==> src/rtl/ysyx_23060061_csr_file.sv <==
// ysyx_23060061_csr_file: machine-mode CSR file (mstatus, mscratch,
// mtvec, mepc, mcause, mvendorid) with ecall/mret trap sequencing.
//
// Ports:
//   clk, rst        - clock, synchronous active-high reset
//   csr_en/op/addr  - CSR access request (op: 00 rd, 01 RW, 10 RS, 11 RC)
//   csr_wdata       - write data / bit mask
//   csr_rdata       - pre-update value of the addressed CSR
//   csr_illegal     - unimplemented address or write to read-only CSR
//   ecall, mret, pc - trap entry / return and trapping PC
//   mtvec, mepc     - registered trap vector and return address
//   mie_out         - registered mstatus.MIE
//
// Optional feature: define YSYX_23060061_CSR_MCYCLE_EN to add a 64-bit
// cycle counter at 0xB00 (mcycle) and 0xB80 (mcycleh, XLEN=32 only).
module ysyx_23060061_csr_file #(
    parameter int XLEN        = 32,
    parameter int ECALL_CAUSE = 11
) (
    input  logic            clk,
    input  logic            rst,
    input  logic            csr_en,
    input  logic [1:0]      csr_op,
    input  logic [11:0]     csr_addr,
    input  logic [XLEN-1:0] csr_wdata,
    output logic [XLEN-1:0] csr_rdata,
    output logic            csr_illegal,
    input  logic            ecall,
    input  logic            mret,
    input  logic [XLEN-1:0] pc,
    output logic [XLEN-1:0] mtvec,
    output logic [XLEN-1:0] mepc,
    output logic            mie_out
);

    localparam logic [11:0] A_MSTATUS  = 12'h300;
    localparam logic [11:0] A_MTVEC    = 12'h305;
    localparam logic [11:0] A_MSCRATCH = 12'h340;
    localparam logic [11:0] A_MEPC     = 12'h341;
    localparam logic [11:0] A_MCAUSE   = 12'h342;
    localparam logic [11:0] A_MVENDOR  = 12'hF11;
`ifdef YSYX_23060061_CSR_MCYCLE_EN
    localparam logic [11:0] A_MCYCLE   = 12'hB00;
    localparam logic [11:0] A_MCYCLEH  = 12'hB80;
    localparam bit          HAS_HI     = (XLEN == 32);
`endif

    logic            mie_q, mie_d;
    logic            mpie_q, mpie_d;
    logic [XLEN-1:0] mscratch_q, mscratch_d;
    logic [XLEN-1:0] mtvec_q, mtvec_d;
    logic [XLEN-1:0] mepc_q, mepc_d;
    logic [XLEN-1:0] mcause_q, mcause_d;
`ifdef YSYX_23060061_CSR_MCYCLE_EN
    logic [63:0]     cyc_q, cyc_d;
`endif

    logic            impl;
    logic            wr_en;
    logic [XLEN-1:0] rd_val;
    logic [XLEN-1:0] new_val;
    logic [XLEN-1:0] mstatus_val;
    logic            unused_pc0;

    assign unused_pc0 = pc[0];

    always_comb begin
        mstatus_val        = '0;
        mstatus_val[12:11] = 2'b11;
        mstatus_val[7]     = mpie_q;
        mstatus_val[3]     = mie_q;
    end

    // Address decode and pre-update read value
    always_comb begin
        impl   = 1'b1;
        rd_val = '0;
        case (csr_addr)
            A_MSTATUS:  rd_val = mstatus_val;
            A_MTVEC:    rd_val = mtvec_q;
            A_MSCRATCH: rd_val = mscratch_q;
            A_MEPC:     rd_val = mepc_q;
            A_MCAUSE:   rd_val = mcause_q;
            A_MVENDOR:  rd_val = '0;
`ifdef YSYX_23060061_CSR_MCYCLE_EN
            A_MCYCLE:   rd_val = XLEN'(cyc_q);
            A_MCYCLEH: begin
                impl = HAS_HI;
                if (HAS_HI) rd_val = XLEN'(cyc_q[63:32]);
            end
`endif
            default:    impl = 1'b0;
        endcase
    end

    assign csr_rdata   = rd_val;
    assign csr_illegal = csr_en &&
        (!impl || (csr_addr == A_MVENDOR && csr_op != 2'b00));

    // CSR write only lands when no trap event claims the cycle
    assign wr_en = csr_en && (csr_op != 2'b00) && !csr_illegal &&
                   !ecall && !mret;

    always_comb begin
        case (csr_op)
            2'b01:   new_val = csr_wdata;
            2'b10:   new_val = rd_val | csr_wdata;
            2'b11:   new_val = rd_val & ~csr_wdata;
            default: new_val = rd_val;
        endcase
    end

    always_comb begin
        mie_d      = mie_q;
        mpie_d     = mpie_q;
        mscratch_d = mscratch_q;
        mtvec_d    = mtvec_q;
        mepc_d     = mepc_q;
        mcause_d   = mcause_q;
`ifdef YSYX_23060061_CSR_MCYCLE_EN
        cyc_d      = cyc_q + 64'd1;
`endif
        if (ecall) begin
            mepc_d   = {pc[XLEN-1:1], 1'b0};
            mcause_d = XLEN'(ECALL_CAUSE);
            mpie_d   = mie_q;
            mie_d    = 1'b0;
        end else if (mret) begin
            mie_d  = mpie_q;
            mpie_d = 1'b1;
        end else if (wr_en) begin
            case (csr_addr)
                A_MSTATUS: begin
                    mie_d  = new_val[3];
                    mpie_d = new_val[7];
                end
                A_MTVEC:    mtvec_d    = {new_val[XLEN-1:2], 2'b00};
                A_MSCRATCH: mscratch_d = new_val;
                A_MEPC:     mepc_d     = {new_val[XLEN-1:1], 1'b0};
                A_MCAUSE:   mcause_d   = new_val;
`ifdef YSYX_23060061_CSR_MCYCLE_EN
                // A written half replaces this cycle's increment
                A_MCYCLE: begin
                    if (HAS_HI)
                        cyc_d = {cyc_q[63:32], new_val[31:0]};
                    else
                        cyc_d = 64'(new_val);
                end
                A_MCYCLEH:
                    cyc_d = {new_val[31:0], cyc_q[31:0]};
`endif
                default: ;
            endcase
        end
    end

    always_ff @(posedge clk) begin
        if (rst) begin
            mie_q      <= 1'b0;
            mpie_q     <= 1'b0;
            mscratch_q <= '0;
            mtvec_q    <= '0;
            mepc_q     <= '0;
            mcause_q   <= '0;
`ifdef YSYX_23060061_CSR_MCYCLE_EN
            cyc_q      <= '0;
`endif
        end else begin
            mie_q      <= mie_d;
            mpie_q     <= mpie_d;
            mscratch_q <= mscratch_d;
            mtvec_q    <= mtvec_d;
            mepc_q     <= mepc_d;
            mcause_q   <= mcause_d;
`ifdef YSYX_23060061_CSR_MCYCLE_EN
            cyc_q      <= cyc_d;
`endif
        end
    end

    assign mtvec   = mtvec_q;
    assign mepc    = mepc_q;
    assign mie_out = mie_q;

endmodule

==> config.mk <==
export PLATFORM = sky130hd
export DESIGN_NAME = ysyx_23060061_csr_file
export DESIGN_NICKNAME = d
export VERILOG_FILES = /design/src/rtl/ysyx_23060061_csr_file.sv
export SDC_FILE = /design/constraint.sdc
export NUM_CORES = 1
export LEC_CHECK = 0
export CAP_MARGIN = 5
export CORE_ASPECT_RATIO = 1.75
export CORE_MARGIN = 3
export CORE_UTILIZATION = 55
export DETAILED_ROUTE_END_ITERATION = 7
export DONT_BUFFER_PORTS = 1
export PLACE_DENSITY = 0.73
export SLEW_MARGIN = 20
export SYNTH_ARGS = -nofsm -noshare
export SYNTH_HDL_FRONTEND = slang
export SYNTH_SLANG_ARGS = --single-unit
==> constraint.sdc <==
create_clock -name clk -period 3.9 [get_ports clk]
set_input_delay 0.78 -clock clk [delete_from_list [all_inputs] [get_ports clk]]
set_output_delay 0.78 -clock clk [all_outputs]
set_load 0.005 [all_outputs]
==> impl_metrics.ini <==
[floorplanning]
io_pins = 181
die_h_um = 159
die_area_sq_mm = 0.0148
initial_core_util_pct = 56.5
coreArea_sq_mm = 0.0130
rows = 55
die_width_um = 93.4

[finish]
fin_nets = 985
area_growth_pct = 8.69
diodes = 0
fin_area_sq_mm = 0.00799
nFillCells = 1216
drive_gt1_share_pct = 12.4
fin_util_pct = 61.5

[yosys]
yosys-top-cells-count = nand2_1 (157), dfxtp_1 (127), a21oi_1 (124), nand3_1 (122), inv_1 (59)
syn-cell-area_sq_mm = 0.00735
synth_xor_area_share_pct = 3.93
syn_area_per_cell_sq_um = 7.72
ys_types = 53
synth_top_cell_area_share_pct = 34.6
synth_compound_area_share_pct = 26.7
yosys.area_share.adder_pct = 0
synth_simple_gate_area_share_pct = 22.1
yosysMostFrequentCell = nand2_1
yosysSeqAreaShare_pct = 34.6
synth_area_leaders = dfxtp_1 (35%), a21oi_1 (8.4%), nand3_1 (8.3%), nand2_1 (8.0%), o221ai_2 (4.7%)
ys_ff_latch = 127
synth-main-ff-cell = dfxtp_1
async_flop_share_pct = 0
synth_edf_count = 0
synth_top_cell_by_area = dfxtp_1
synth_top_family_by_area = compound AO/OA/AOI/OAI gates
syn_inst = 953
yosys_warnings = 0
synth_mux_area_share_pct = 4.29

[place]
gp_congestion = 0.865
place_area_sq_mm = 0.00734
numPortBuffers = 0
dp_hpwl_mm = 15.0

[worst_setup_path]
r2r-end = mepc[1]
regToRegSetupSlack_ps = 2360
path_class = input port to output pin
critPathCaptureType = output pin
reg2regPathDepth = 5
worstPathMaxFanout = 16
worstPathRequired_ps = 3120
reg2reg_from = mepc[1]
worstPathArrival_ps = 2380
start_kind = input port

[pwr]
power.density_mw_per_mm2 = 418
peakVddDrop_uv = 307
p_switching_mw = 0.739
p_leak_nw = 2.53
p_seq_share_pct = 40.5
power_frac_comb_pct = 6.5
clockPowerShare_pct = 53.0
switching_share_pct = 22.1
power.total_mw = 3.34
p_int_mw = 2.60

[flow_run]
cap_viol_max_count = 0

[timing]
tns_ps = 0
finClkSkew_ps = 6.84
grt_setup_unrepaired = no
period_minus_slack_ps = 3160
drv_slew = 0
worst_pin_slew_ps = 883
maxSlewHeadroom_pct = 41.1
hold_viol = 0
max_clock_freq_mhz = 316
setup_viol = 0
period_share_pct = 81.1

[clocking]
cts-htree-levels = 4
cts_sinks = 127
cts_hold_buf = 0
clockBufferDepth = 2
cts-root-buf = clkbuf_16
cts-resized-gates = 0
cts_setup_buffers = 0
cts_tree = done
cts-buffers-inserted = 17
clkLatencyLatePin_ps = 410
path_clk_slew_ps = 60

[global_route]
grt_max_degree = 115
grt_pass1_wl_mm = 37.4
antenna_found_initial = 0
grt_overflow = 0
grt_use_total_pct = 31.8
grt_pass1_vias = 7053

[route]
firstDrtPassIters = 5
routed_wl_mm = 24.1
drcViolationCount = 0
ant_nets = 0
viasPerCell = 6.69
num_vias = 7259
wl_per_cell_um = 22.2
drtIter0Drc = 504

[min_path]
min_from = mscratch_q[29]
worstHoldPathCells = 2
hold_path_end = mscratch_q[29]
hp-class = register to register

[run_status]
status = finished, final reports clean
==> per-layer routing <==
layer	share of wire [%]	GRT usage (%)	routed length, um
met4	3.4	13.6	808
met5	0	0	0
met1	36	36.1	8590
met2	51	55.5	12300
met3	9.7	7.75	2340
==> flip-flops by register name, indices dropped and copies added, names as in the netlist <==
name,count
mcause_q,32
mepc,31
mie_out,1
mpie_q,1
mscratch_q,32
mtvec,30
==> stage by stage <==
| step | hold slack, ps | setup WS [ps] | instances |
|---|---|---|---|
| 6_report | 449 | 736 | 1085 |
| 3_3_place_gp | 430 | 773 | 1054 |
| 3_5_place_dp | 438 | 779 | 1054 |
| 5_1_grt | 431 | 604 | 1085 |
| 4_1_cts | 424 | 770 | 1085 |
| 2_1_floorplan | 427 | 1000 | 955 |
==> worst max-delay path by stage <==
stage,cells after the start,slack (ps),start,endpoint
after floorplan,7,1000,csr_addr[9],csr_rdata[21]
after global placement,4,770,csr_addr[11],csr_rdata[17]
after detailed placement,4,780,csr_addr[11],csr_rdata[17]
after CTS,4,770,csr_addr[11],csr_rdata[17]
after global routing,4,600,csr_addr[11],csr_rdata[12]
final,4,740,csr_addr[11],csr_rdata[12]
==> layout by cell type, fill, tap and decap left out, types with 3 or more instances in the layout <==
cell,Yosys,routed
and3b_1,3,3
clkinv_2,0,3
conb_1,1,3
o211ai_1,14,14
nand2_1,157,156
mux2_2,28,28
nor2_1,11,9
clkbuf_16,0,17
o221ai_2,23,23
o221ai_1,7,7
buf_4,3,17
inv_1,59,59
o22ai_1,29,29
nand3b_1,4,4
nand4_1,9,9
a21oi_1,124,124
and2_1,5,5
clkbuf_8,0,3
a221oi_1,31,31
nand3_1,122,121
o21ai_0,7,7
xnor2_1,32,32
dfxtp_1,127,127
bufinv_16,0,5
or2_2,4,4
a22oi_1,27,27
o32ai_1,4,4
and3_1,4,4
==> worst max-delay path, stage by stage <==
cell     delay, ps
nor4_4         690
nand2_1        300
a21oi_1        410
or2_2          200
==> kinds of logic (layout without fill, tap and decap cells) <==
family / count (synthesis) / in the layout
and+or+nand+nor: 336 / 336
AOI/OAI and AO/OA: 279 / 279
buffers and inverters: 149 / 108
DFF: 127 / 127
xor gates and xnor gates: 33 / 33
muxes: 28 / 28
other: 1 / 3
==> layout make-up <==
cell class	instances	area, sq um	share of cell area [%]
flip-flops and latches	127	2540	31.8
repair buffers	17	128	1.60
clock inverters	10	183	2.29
inverters	60	225	2.82
clock buffers	21	470	5.89
well taps	171	214	2.68
multi-input cells	679	4230	52.9
==> power by group through the flow <==
| stage | Clock, mW | Sequential, mW | Combinational [mW] |
|---|---|---|---|
| after global routing | 1.83 | 1.35 | 0.243 |
| after detailed placement | 0 | 1.38 | 0.215 |
| after floorplan | 0 | 1.37 | 0.233 |
| after CTS | 1.78 | 1.35 | 0.216 |
| final | 1.77 | 1.35 | 0.217 |
| after global placement | 0 | 1.38 | 0.211 |
Power figures use the tool's default switching activity.
